### config.mk
export PLATFORM = sky130hd
export DESIGN_NAME = varredura_display
export DESIGN_NICKNAME = d
export VERILOG_FILES = /design/src/rtl/varredura_pkg.sv /design/src/rtl/contador_modulo.sv /design/src/rtl/varredura_display.sv
export SDC_FILE = /design/constraint.sdc
export NUM_CORES = 1
export LEC_CHECK = 0
export ABC_AREA = 1
export CAP_MARGIN = 30
export CORE_MARGIN = 1.5
export CORE_UTILIZATION = 41
export DETAILED_ROUTE_END_ITERATION = 12
export PLACE_DENSITY_LB_ADDON = 0.3
export SETUP_SLACK_MARGIN = 0.4
export SLEW_MARGIN = 20
export SYNTH_ARGS = -nofsm -noshare
export SYNTH_HDL_FRONTEND = slang
export SYNTH_HIERARCHICAL = 1
export SYNTH_SLANG_ARGS = --single-unit
export TNS_END_PERCENT = 100
### constraint.sdc
create_clock -name clock -period 2.5 [get_ports clock]
set_input_delay 0.375 -clock clock [delete_from_list [all_inputs] [get_ports clock]]
set_output_delay 0.375 -clock clock [all_outputs]
set_load 0.01 [all_outputs]
### src/rtl/varredura_pkg.sv
// Shared types and constants for the multiplexed 7-segment display scanner.
package varredura_pkg;

  // Scanner states: all anodes off between digits, or one digit lit.
  typedef enum logic [0:0] {
    GUARDA = 1'b0,
    ACESO  = 1'b1
  } estado_t;

  // Largest code the downstream decoder accepts.
  localparam logic [3:0] BCD_MAX = 4'd9;

  // Widest display the scanner supports.
  localparam int MAX_DIGITOS = 8;

  // Mask with the low n bits set; used as the "all anodes off" pattern.
  function automatic logic [MAX_DIGITOS-1:0] anodos_off(input int n);
    logic [MAX_DIGITOS-1:0] m;
    m = {MAX_DIGITOS{1'b0}};
    for (int i = 0; i < MAX_DIGITOS; i++) begin
      if (i < n) begin
        m[i] = 1'b1;
      end else begin
        m[i] = 1'b0;
      end
    end
    return m;
  endfunction

  // Full-width all-off pattern.
  localparam logic [MAX_DIGITOS-1:0] ANODOS_OFF = anodos_off(MAX_DIGITOS);

  // True for nibbles the decoder must never see (A..F).
  function automatic logic nibble_invalido(input logic [3:0] n);
    return (n > BCD_MAX);
  endfunction

endpackage

### src/rtl/contador_modulo.sv
// Dwell-time counter: counts up to 'ultimo' and wraps, raising 'fim' on the last count.
module contador_modulo #(
  parameter int LARGURA = 2
) (
  input  logic               clock,
  input  logic               reset,
  input  logic               limpa,
  input  logic [LARGURA-1:0] ultimo,
  output logic [LARGURA-1:0] contagem,
  output logic               fim
);

  localparam logic [LARGURA-1:0] ZERO = {LARGURA{1'b0}};
  localparam logic [LARGURA-1:0] UM   = LARGURA'(1);

  assign fim = (contagem == ultimo);

  // Count, returning to zero on terminal count (state change) or when cleared.
  always_ff @(posedge clock or posedge reset) begin
    if (reset) begin
      contagem <= ZERO;
    end else if (limpa || fim) begin
      contagem <= ZERO;
    end else begin
      contagem <= contagem + UM;
    end
  end

endmodule

### src/rtl/varredura_display.sv
// Time-multiplexed scanner for a common-anode multi-digit 7-segment display.
// Outputs are registered from the next-state values so they line up with the FSM state.
module varredura_display
  import varredura_pkg::*;
#(
  parameter int NUM_DIGITOS   = 4,
  parameter int CICLOS_DIGITO = 50000,
  parameter int CICLOS_GUARDA = 4
) (
  input  logic                     clock,
  input  logic                     reset,
  input  logic                     habilita,
  input  logic                     suprime_zeros,
  input  logic [4*NUM_DIGITOS-1:0] valores,
  output logic [3:0]               digito,
  output logic [NUM_DIGITOS-1:0]   anodos,
  output logic                     apagado,
  output logic                     inicio_quadro
);

  localparam int MAIOR_CICLO  = (CICLOS_DIGITO > CICLOS_GUARDA) ? CICLOS_DIGITO : CICLOS_GUARDA;
  localparam int LARGURA_CONT = $clog2(MAIOR_CICLO);
  localparam int LARGURA_IND  = $clog2(NUM_DIGITOS);

  localparam logic [NUM_DIGITOS-1:0]   TODOS_OFF = NUM_DIGITOS'(anodos_off(NUM_DIGITOS));
  localparam logic [NUM_DIGITOS-1:0]   ANODO_UM  = NUM_DIGITOS'(1);
  localparam logic [LARGURA_IND-1:0]   IND_ZERO  = {LARGURA_IND{1'b0}};
  localparam logic [LARGURA_IND-1:0]   IND_UM    = LARGURA_IND'(1);
  localparam logic [LARGURA_IND-1:0]   IND_ULT   = LARGURA_IND'(NUM_DIGITOS - 1);
  localparam logic [LARGURA_CONT-1:0]  ULT_DIG   = LARGURA_CONT'(CICLOS_DIGITO - 1);
  localparam logic [LARGURA_CONT-1:0]  ULT_GUA   = LARGURA_CONT'(CICLOS_GUARDA - 1);

  estado_t                   estado_r, estado_s;
  logic [LARGURA_IND-1:0]    indice_r, indice_s;
  logic [4*NUM_DIGITOS-1:0]  snap_val_r, snap_val_s;
  logic                      snap_sup_r, snap_sup_s;

  logic [LARGURA_CONT-1:0]   ultimo_s;
  logic [LARGURA_CONT-1:0]   contador_s;
  logic                      fim_s;

  logic [3:0]                nib_s [NUM_DIGITOS];
  logic [NUM_DIGITOS-1:0]    zeros_acima_s;
  logic [3:0]                nibble_s;
  logic                      branco_s;

  logic [NUM_DIGITOS-1:0]    anodos_s;
  logic [3:0]                digito_s;
  logic                      apagado_s;
  logic                      inicio_s;

  assign ultimo_s = (estado_r == ACESO) ? ULT_DIG : ULT_GUA;

  contador_modulo #(
    .LARGURA (LARGURA_CONT)
  ) u_contador (
    .clock    (clock),
    .reset    (reset),
    .limpa    (~habilita),
    .ultimo   (ultimo_s),
    .contagem (contador_s),
    .fim      (fim_s)
  );

  // Next state, digit index and frame snapshot.
  always_comb begin
    estado_s   = estado_r;
    indice_s   = indice_r;
    snap_val_s = snap_val_r;
    snap_sup_s = snap_sup_r;
    if (!habilita) begin
      estado_s = GUARDA;
      indice_s = IND_ZERO;
    end else begin
      case (estado_r)
        GUARDA: begin
          if (fim_s) begin
            estado_s = ACESO;
            if (indice_r == IND_ZERO) begin
              snap_val_s = valores;
              snap_sup_s = suprime_zeros;
            end else begin
              snap_val_s = snap_val_r;
              snap_sup_s = snap_sup_r;
            end
          end else begin
            estado_s = GUARDA;
          end
        end
        ACESO: begin
          if (fim_s) begin
            estado_s = GUARDA;
            if (indice_r == IND_ULT) begin
              indice_s = IND_ZERO;
            end else begin
              indice_s = indice_r + IND_UM;
            end
          end else begin
            estado_s = ACESO;
          end
        end
        default: begin
          estado_s = GUARDA;
          indice_s = IND_ZERO;
        end
      endcase
    end
  end

  // Blanking of the digit about to be shown: invalid code or leading zero.
  always_comb begin
    logic acumula;
    acumula = 1'b1;
    for (int i = NUM_DIGITOS - 1; i >= 0; i--) begin
      nib_s[i]         = snap_val_s[4*i +: 4];
      acumula          = acumula & (snap_val_s[4*i +: 4] == 4'd0);
      zeros_acima_s[i] = acumula;
    end
    nibble_s = nib_s[indice_s];
    if (nibble_invalido(nibble_s)) begin
      branco_s = 1'b1;
    end else if (snap_sup_s && (indice_s != IND_ZERO) && zeros_acima_s[indice_s]) begin
      branco_s = 1'b1;
    end else begin
      branco_s = 1'b0;
    end
  end

  // Output values for the next cycle, derived from the next state.
  always_comb begin
    anodos_s  = TODOS_OFF;
    digito_s  = 4'd0;
    apagado_s = 1'b1;
    if ((estado_s == ACESO) && !branco_s) begin
      anodos_s  = ~(ANODO_UM << indice_s);
      digito_s  = nibble_s;
      apagado_s = 1'b0;
    end else begin
      anodos_s  = TODOS_OFF;
      digito_s  = 4'd0;
      apagado_s = 1'b1;
    end
    inicio_s = (estado_r == GUARDA) && (estado_s == ACESO) && (indice_s == IND_ZERO);
  end

  // FSM and snapshot registers.
  always_ff @(posedge clock or posedge reset) begin
    if (reset) begin
      estado_r   <= GUARDA;
      indice_r   <= IND_ZERO;
      snap_val_r <= {(4*NUM_DIGITOS){1'b0}};
      snap_sup_r <= 1'b0;
    end else begin
      estado_r   <= estado_s;
      indice_r   <= indice_s;
      snap_val_r <= snap_val_s;
      snap_sup_r <= snap_sup_s;
    end
  end

  // Registered outputs; reset turns every anode off immediately.
  always_ff @(posedge clock or posedge reset) begin
    if (reset) begin
      anodos        <= TODOS_OFF;
      digito        <= 4'd0;
      apagado       <= 1'b1;
      inicio_quadro <= 1'b0;
    end else begin
      anodos        <= anodos_s;
      digito        <= digito_s;
      apagado       <= apagado_s;
      inicio_quadro <= inicio_s;
    end
  end

endmodule

==> flow_metrics.tcl, run 1 <==
set metrics [dict create \
    die_x_microns 84.0 \
    cp.arrival_ns 2.74 \
    antenna_cells 0 \
    synth_cell_types 31 \
    final_cell_mix "nand2_1, inv_1, dfrtp_1" \
    maxCapViolCount 0 \
    fin_skew_ns 0.00567 \
    syn-cell-area_sq_mm 0.00269 \
    drive_gt1_share_pct 33.8 \
    hold_viol_final 0 \
    htree_levels 2 \
    worstPathMaxFanout 7 \
    grt_overflow 0 \
    grt_pass1_vias 2579 \
    core_sq_mm 0.00635 \
    p_leak_nw 1.97 \
    design.final.nets 498 \
    slew_violations 0 \
    r2r-start "estado_r$_DFF_PP0_" \
    die_h_microns 84.0 \
    dpl_worst_slack_ns 0.0381 \
    yosys_register_bits 46 \
    synth.avg_cell_area_sq_um 7.25 \
    root_buffer "clkbuf_8" \
    reg2reg_to "digito[3]$_DFF_PP0_" \
    cp-start-kind "register" \
    clkSlewWorstSetupHoldPaths_ns 0.09 \
    synth_top_area_cell "dfrtp_1" \
    critPathKind "reg2reg" \
    rrSetupSlack_ns -0.04 \
    powerDensity_mw_per_mm2 362 \
    hpwl_microns 4400 \
    violations "negative setup slack" \
    netlist.area_leader.share_pct 38.2 \
    synth_area_leaders "dfrtp_1, nand2_1, inv_1" \
    crit_chain "buf_6 > nand2_2 > nand2_1 > nor2_1 > nand2_1 > nor2_2 > nand2_2 > inv_4 > inv_6 > nor2_8 > nand2_8 > buf_6 > buf_16 > nand2_4 > nand2_4 > nor2_2 > nand2_1 > nand2_2 > nand3_4 > nand4_1 > inv_1" \
    grt_pass1_wl_microns 11800 \
    worst_setup_path_end_kind "register" \
    vias 2795 \
    outcome "finished with violations" \
    dieArea_sq_mm 0.00705 \
    fp-row-count 29 \
    cts.sinks 46 \
    routedWlPerCell_microns 15.6 \
    cts_tree "built" \
    crit_buf_inv 6 \
    postRouteAntennaNets 0 \
    maxSlewHeadroom_pct 55.7 \
    ir_drop_uv 262 \
    ys.warnings.count 6 \
    grt_max_degree 31 \
    num_io_pins 30 \
    fmax_mhz 394 \
    io_buffers 29 \
    hp-class "in2async" \
    antenna_found_initial 0 \
    postCtsHoldBufs 0 \
    synthFlopType "dfrtp_1" \
    cts_buffer_depth 2 \
    required_ns 2.71 \
    crit_family "simple AND/OR/NAND/NOR gates" \
    crit_slowest_cell "dfrtp_2" \
    clock_latency_ns 0.31 \
    setup_ws_ns -0.0365 \
    cp_slowest_stage_delay_ns 0.43 \
    finalCritPeriodShare_pct 101 \
    grt.total_usage_pct 21.1 \
    drt_iter0_markers 165 \
    syn2layout_area_growth_pct 55.0 \
    drtPass1Iterations 4 \
    drc 0 \
    cts_buffers 5 \
    finalSetupViolations 7 \
    start_util_pct 42.3 \
    via_per_inst 5.05 \
    worst_slew_pin_slew_ns 0.664 \
    tns_ns -0.159 \
    final_common_cell "nand2_1" \
    syn_inst 371 \
    routed_wl_microns 8630 \
    place_congestion 0.871 \
    fillers 479 \
    min_period_ns 2.54 \
    async_flop_share_pct 100 \
    rsz0062_at_grt "true" \
    ff2ff_path_depth 21 \
    seq_area_frac_synth_pct 43.0 \
    synth_edf_count 0 \
]
-- cells in the mapped netlist, types with 2 or more instances --
cell type	count
xor2_1	11
inv_2	4
nand4_1	8
nand3b_1	4
nor2_2	5
nand2_1	126
nor2_1	48
nand2_2	12
nand2_4	2
conb_1	2
ha_1	2
nand3_4	2
dfrtp_1	41
nor3_1	4
buf_2	3
nand3_1	28
inv_1	50
nand3_2	2
dfstp_2	5
-- kinds of logic (layout without fill, tap and decap cells) --
kind of cell	count (synthesis)	after routing	synth area share (%)
xor gates and xnor gates	12	12	3.91
AOI/OAI and AO/OA	4	4	0.837
other	2	18	0.279
and+or+nand+nor	245	246	41.7
adders and majority gates	2	2	0.931
buffers and inverters	60	149	9.26
DFF	46	46	43.0
-- area by class of cell --
type / instances / area [sq um] / area share (%)
inverter: 55 / 215 / 5.17
tap: 77 / 96.3 / 2.31
sequential: 46 / 1160 / 27.8
timing repair buffer: 86 / 895 / 21.5
multi-input combinational: 282 / 1690 / 40.5
clock inverter: 1 / 30.0 / 0.721
clock buffer: 7 / 86.3 / 2.07
-- worst max-delay path by stage --
stage | startpoint | to | slack, ns | cells after the start
final | estado_r$_DFF_PP0_ | digito[3]$_DFF_PP0_ | -0.04 | 21
after global routing | estado_r$_DFF_PP0_ | anodos[0]$_DFF_PP1_ | -0.22 | 21
after CTS | estado_r$_DFF_PP0_ | digito[2]$_DFF_PP0_ | 0.12 | 21
after detailed placement | estado_r$_DFF_PP0_ | digito[0]$_DFF_PP0_ | 0.04 | 19
after global placement | estado_r$_DFF_PP0_ | digito[0]$_DFF_PP0_ | 0.09 | 19
after floorplan | estado_r$_DFF_PP0_ | digito[0]$_DFF_PP0_ | 0.20 | 19
-- flip-flops by register name (all words and copies together) (netlist names) --
register and flops:
digito 4, inicio_quadro 1, snap_sup_r 1, anodos 4, u_contador/contagem 16, snap_val_r 16
indice_r 2, estado_r 1, apagado 1
-- worst register-to-register path: stages (launching register included) --
cell,delay (ns)
dfrtp_2,0.43
buf_6,0.14
nand2_2,0.06
nand2_1,0.05
nor2_1,0.09
nand2_1,0.07
nor2_2,0.15
nand2_2,0.10
inv_4,0.10
inv_6,0.05
nor2_8,0.12
nand2_8,0.09
buf_6,0.15
buf_16,0.14
nand2_4,0.06
nand2_4,0.06
nor2_2,0.13
nand2_1,0.09
nand2_2,0.09
nand3_4,0.13
nand4_1,0.13
inv_1,0.04
-- repair_timing --
item	4_1_cts	5_1_grt
cloned	3	3
resized for setup	47	63
setup endpoints to repair	9	38
pin swaps	30	41
setup buffers	30	11
-- metrics by stage --
stage	area (sq um)	cells	hold slack, ns	utilization (%)	power, mW
2_1_floorplan	2760	387	0.289	-	0.845
3_3_place_gp	3200	499	0.453	50.3	0.894
3_5_place_dp	3200	499	0.457	50.3	0.897
4_1_cts	3780	540	0.475	59.6	1.49
5_1_grt	4170	554	0.546	65.6	1.56
6_report	4170	554	0.499	65.6	1.51
-- power breakdown --
part | internal [mW] | switching, mW | total [mW]
clock | 0.326 | 0.258 | 0.584
combinational | 0.0707 | 0.0895 | 0.160
sequential | 0.755 | 0.00899 | 0.764
-- metal layers --
metal  vias to the layer above  global-route usage, %  part of all wire, %
met5                         -                      0                    0
met4                         0                   7.60                  4.2
met3                        35                   2.97                  6.0
met2                       119                   40.9                   53
met1                      1315                   23.2                   36
li1                       1326                      -                    -
No activity file was read; power rests on OpenSTA's default activity.
==> run 2, diff against run 1 <==
--- a/config.mk
+++ b/config.mk
@@ -6,9 +6,11 @@
 export NUM_CORES = 1
 export LEC_CHECK = 0
 export ABC_AREA = 1
+export ABC_CLOCK_PERIOD_IN_PS = 2500
 export CAP_MARGIN = 30
 export CORE_MARGIN = 1.5
 export CORE_UTILIZATION = 41
+export CTS_BUF_LIST = sky130_fd_sc_hd__clkbuf_16
 export DETAILED_ROUTE_END_ITERATION = 12
 export PLACE_DENSITY_LB_ADDON = 0.3
 export SETUP_SLACK_MARGIN = 0.4
==> flow_metrics.tcl, run 2 (synthesized netlist as in run 1, its figures left out) <==
set metrics [dict create \
    crit_chain "buf_6 > nand2_2 > nand2_1 > nor2_1 > nand2_1 > nor2_2 > nand2_2 > inv_4 > inv_4 > nor2_8 > nand2_4 > buf_12 > buf_16 > nand2_4 > nand2_4 > nand2_4 > nand2_4 > buf_4 > inv_2 > nand2_1 > nor2_1 > nand4_1 > inv_1" \
    die_h_microns 84.0 \
    grt.total_usage_pct 20.8 \
    hold_viol_final 0 \
    htree_levels 2 \
    drive_gt1_share_pct 30.8 \
    cts_buffer_depth 2 \
    core_sq_mm 0.00635 \
    hp-start "snap_val_r[0]$_DFF_PP0_" \
    worstPathMaxFanout 6 \
    outcome "finished with violations" \
    worst_slew_pin_slew_ns 0.658 \
    cp-start-kind "register" \
    cts_buffers 5 \
    finalSetupViolations 4 \
    io_buffers 29 \
    r2r-start "estado_r$_DFF_PP0_" \
    design.final.nets 495 \
    place_congestion 0.871 \
    startpoint "estado_r$_DFF_PP0_" \
    finalCoreUtilization_pct 63.9 \
    cts.sinks 46 \
    postRouteAntennaNets 0 \
    fp-row-count 29 \
    cts_tree "built" \
    hpwl_microns 4400 \
    drc 0 \
    ir_drop_uv 364 \
    maxCapViolCount 0 \
    final_cells 551 \
    grt_pass1_vias 2495 \
    routedWlPerCell_microns 14.1 \
    drt_iter0_markers 121 \
    cp_common_cell "nand2_4" \
    clkSlewWorstSetupHoldPaths_ns 0.06 \
    final_common_cell "nand2_1" \
    root_buffer "clkbuf_16" \
    clock_latency_ns 0.29 \
    grt_overflow 0 \
    via_per_inst 4.81 \
    die_x_microns 84.0 \
    syn2layout_area_growth_pct 50.9 \
    final_cell_mix "nand2_1, inv_1, dfrtp_1" \
    postCtsHoldBufs 0 \
    slew_violations 0 \
    crit_buf_inv 8 \
    finalCritPeriodShare_pct 103 \
    critPathKind "reg2reg" \
    rsz0062_at_grt "true" \
    fmax_mhz 387 \
    setup_ws_ns -0.0841 \
    crit_family "simple AND/OR/NAND/NOR gates" \
    top_regs "snap_val_r: 16 flops, u_contador/contagem: 16 flops" \
    grt_max_degree 31 \
    vias 2650 \
    dieArea_sq_mm 0.00705 \
    p_leak_nw 1.99 \
    num_io_pins 30 \
    cp.arrival_ns 2.81 \
    routed_wl_microns 7780 \
    cp_slowest_stage_delay_ns 0.43 \
    worst_setup_path_end_kind "register" \
    powerDensity_mw_per_mm2 408 \
    required_ns 2.73 \
    place_inst 499 \
    hp-class "reg2reg" \
    start_util_pct 42.3 \
    drtPass1Iterations 4 \
    fin_skew_ns 0.00788 \
    fillers 503 \
    antenna_cells 0 \
    min_period_ns 2.58 \
    grt_pass1_wl_microns 11500 \
    antenna_found_initial 0 \
    maxSlewHeadroom_pct 56.1 \
    crit_slowest_cell "dfrtp_2" \
    violations "negative setup slack" \
]
==> run 2: metrics by stage <==
step / power [mW] / setup WS, ns / setup TNS [ns] / hold slack, ns / area, sq um
2_1_floorplan: 0.845 / 0.199 / 0 / 0.289 / 2760
3_3_place_gp: 0.894 / 0.0875 / 0 / 0.453 / 3200
3_5_place_dp: 0.897 / 0.0381 / 0 / 0.457 / 3200
4_1_cts: 1.65 / 0.110 / 0 / 0.470 / 3760
5_1_grt: 1.72 / -0.214 / -2.39 / 0.494 / 4060
6_report: 1.66 / -0.0841 / -0.241 / 0.468 / 4060
==> run 2: final timing paths <==
path / endpoint / cells past startpoint / slack [ns]
max: digito[3]$_DFF_PP0_ / 23 / -0.08
min: snap_val_r[0]$_DFF_PP0_ / 2 / 0.47
max reg2reg: digito[3]$_DFF_PP0_ / 23 / -0.08
min reg2reg: snap_val_r[0]$_DFF_PP0_ / 2 / 0.47
max in group asynchronous: u_contador/contagem[4]$_DFF_PP0_ / 2 / 1.55
min in group asynchronous: u_contador/contagem[10]$_DFF_PP0_ / 2 / 0.53
==> run 2: power by group <==
part           switching [mW]  internal, mW  total, mW
clock network           0.273         0.465      0.738
registers             0.00878         0.756      0.765
logic                  0.0845        0.0685      0.153
==> run 2: metal layers <==
metal | wire length [microns] | GRT usage [%]
met1 | 2960 | 23.1
met2 | 4300 | 37.9
met3 | 304 | 4.95
met4 | 216 | 8.79
met5 | 0 | 0
==> run 2: worst reg2reg max path, cell delays in order, from the launching register on <==
cell	delay, ns
dfrtp_2	0.43
buf_6	0.14
nand2_2	0.06
nand2_1	0.06
nor2_1	0.13
nand2_1	0.08
nor2_2	0.11
nand2_2	0.09
inv_4	0.09
inv_4	0.05
nor2_8	0.09
nand2_4	0.09
buf_12	0.14
buf_16	0.13
nand2_4	0.07
nand2_4	0.07
nand2_4	0.08
nand2_4	0.06
buf_4	0.13
inv_2	0.04
nand2_1	0.04
nor2_1	0.15
nand4_1	0.13
inv_1	0.07
==> run 2: area by class of cell <==
| type | count | area (sq um) | area share (%) |
|---|---|---|---|
| clock buffers | 5 | 125 | 3.08 |
| clock inverters | 3 | 37.5 | 0.925 |
| inverters | 55 | 215 | 5.30 |
| multi-input cells | 282 | 1620 | 39.9 |
| flip-flops and latches | 46 | 1160 | 28.6 |
| well taps | 77 | 96.3 | 2.37 |
| repair buffers | 83 | 806 | 19.9 |
==> run 2: repair_timing <==
item,4_1_cts,5_1_grt
gates resized for setup,33,57
pin swaps,15,25
gates cloned,2,1
setup buffers,31,10
endpoints found under the setup margin,9,30
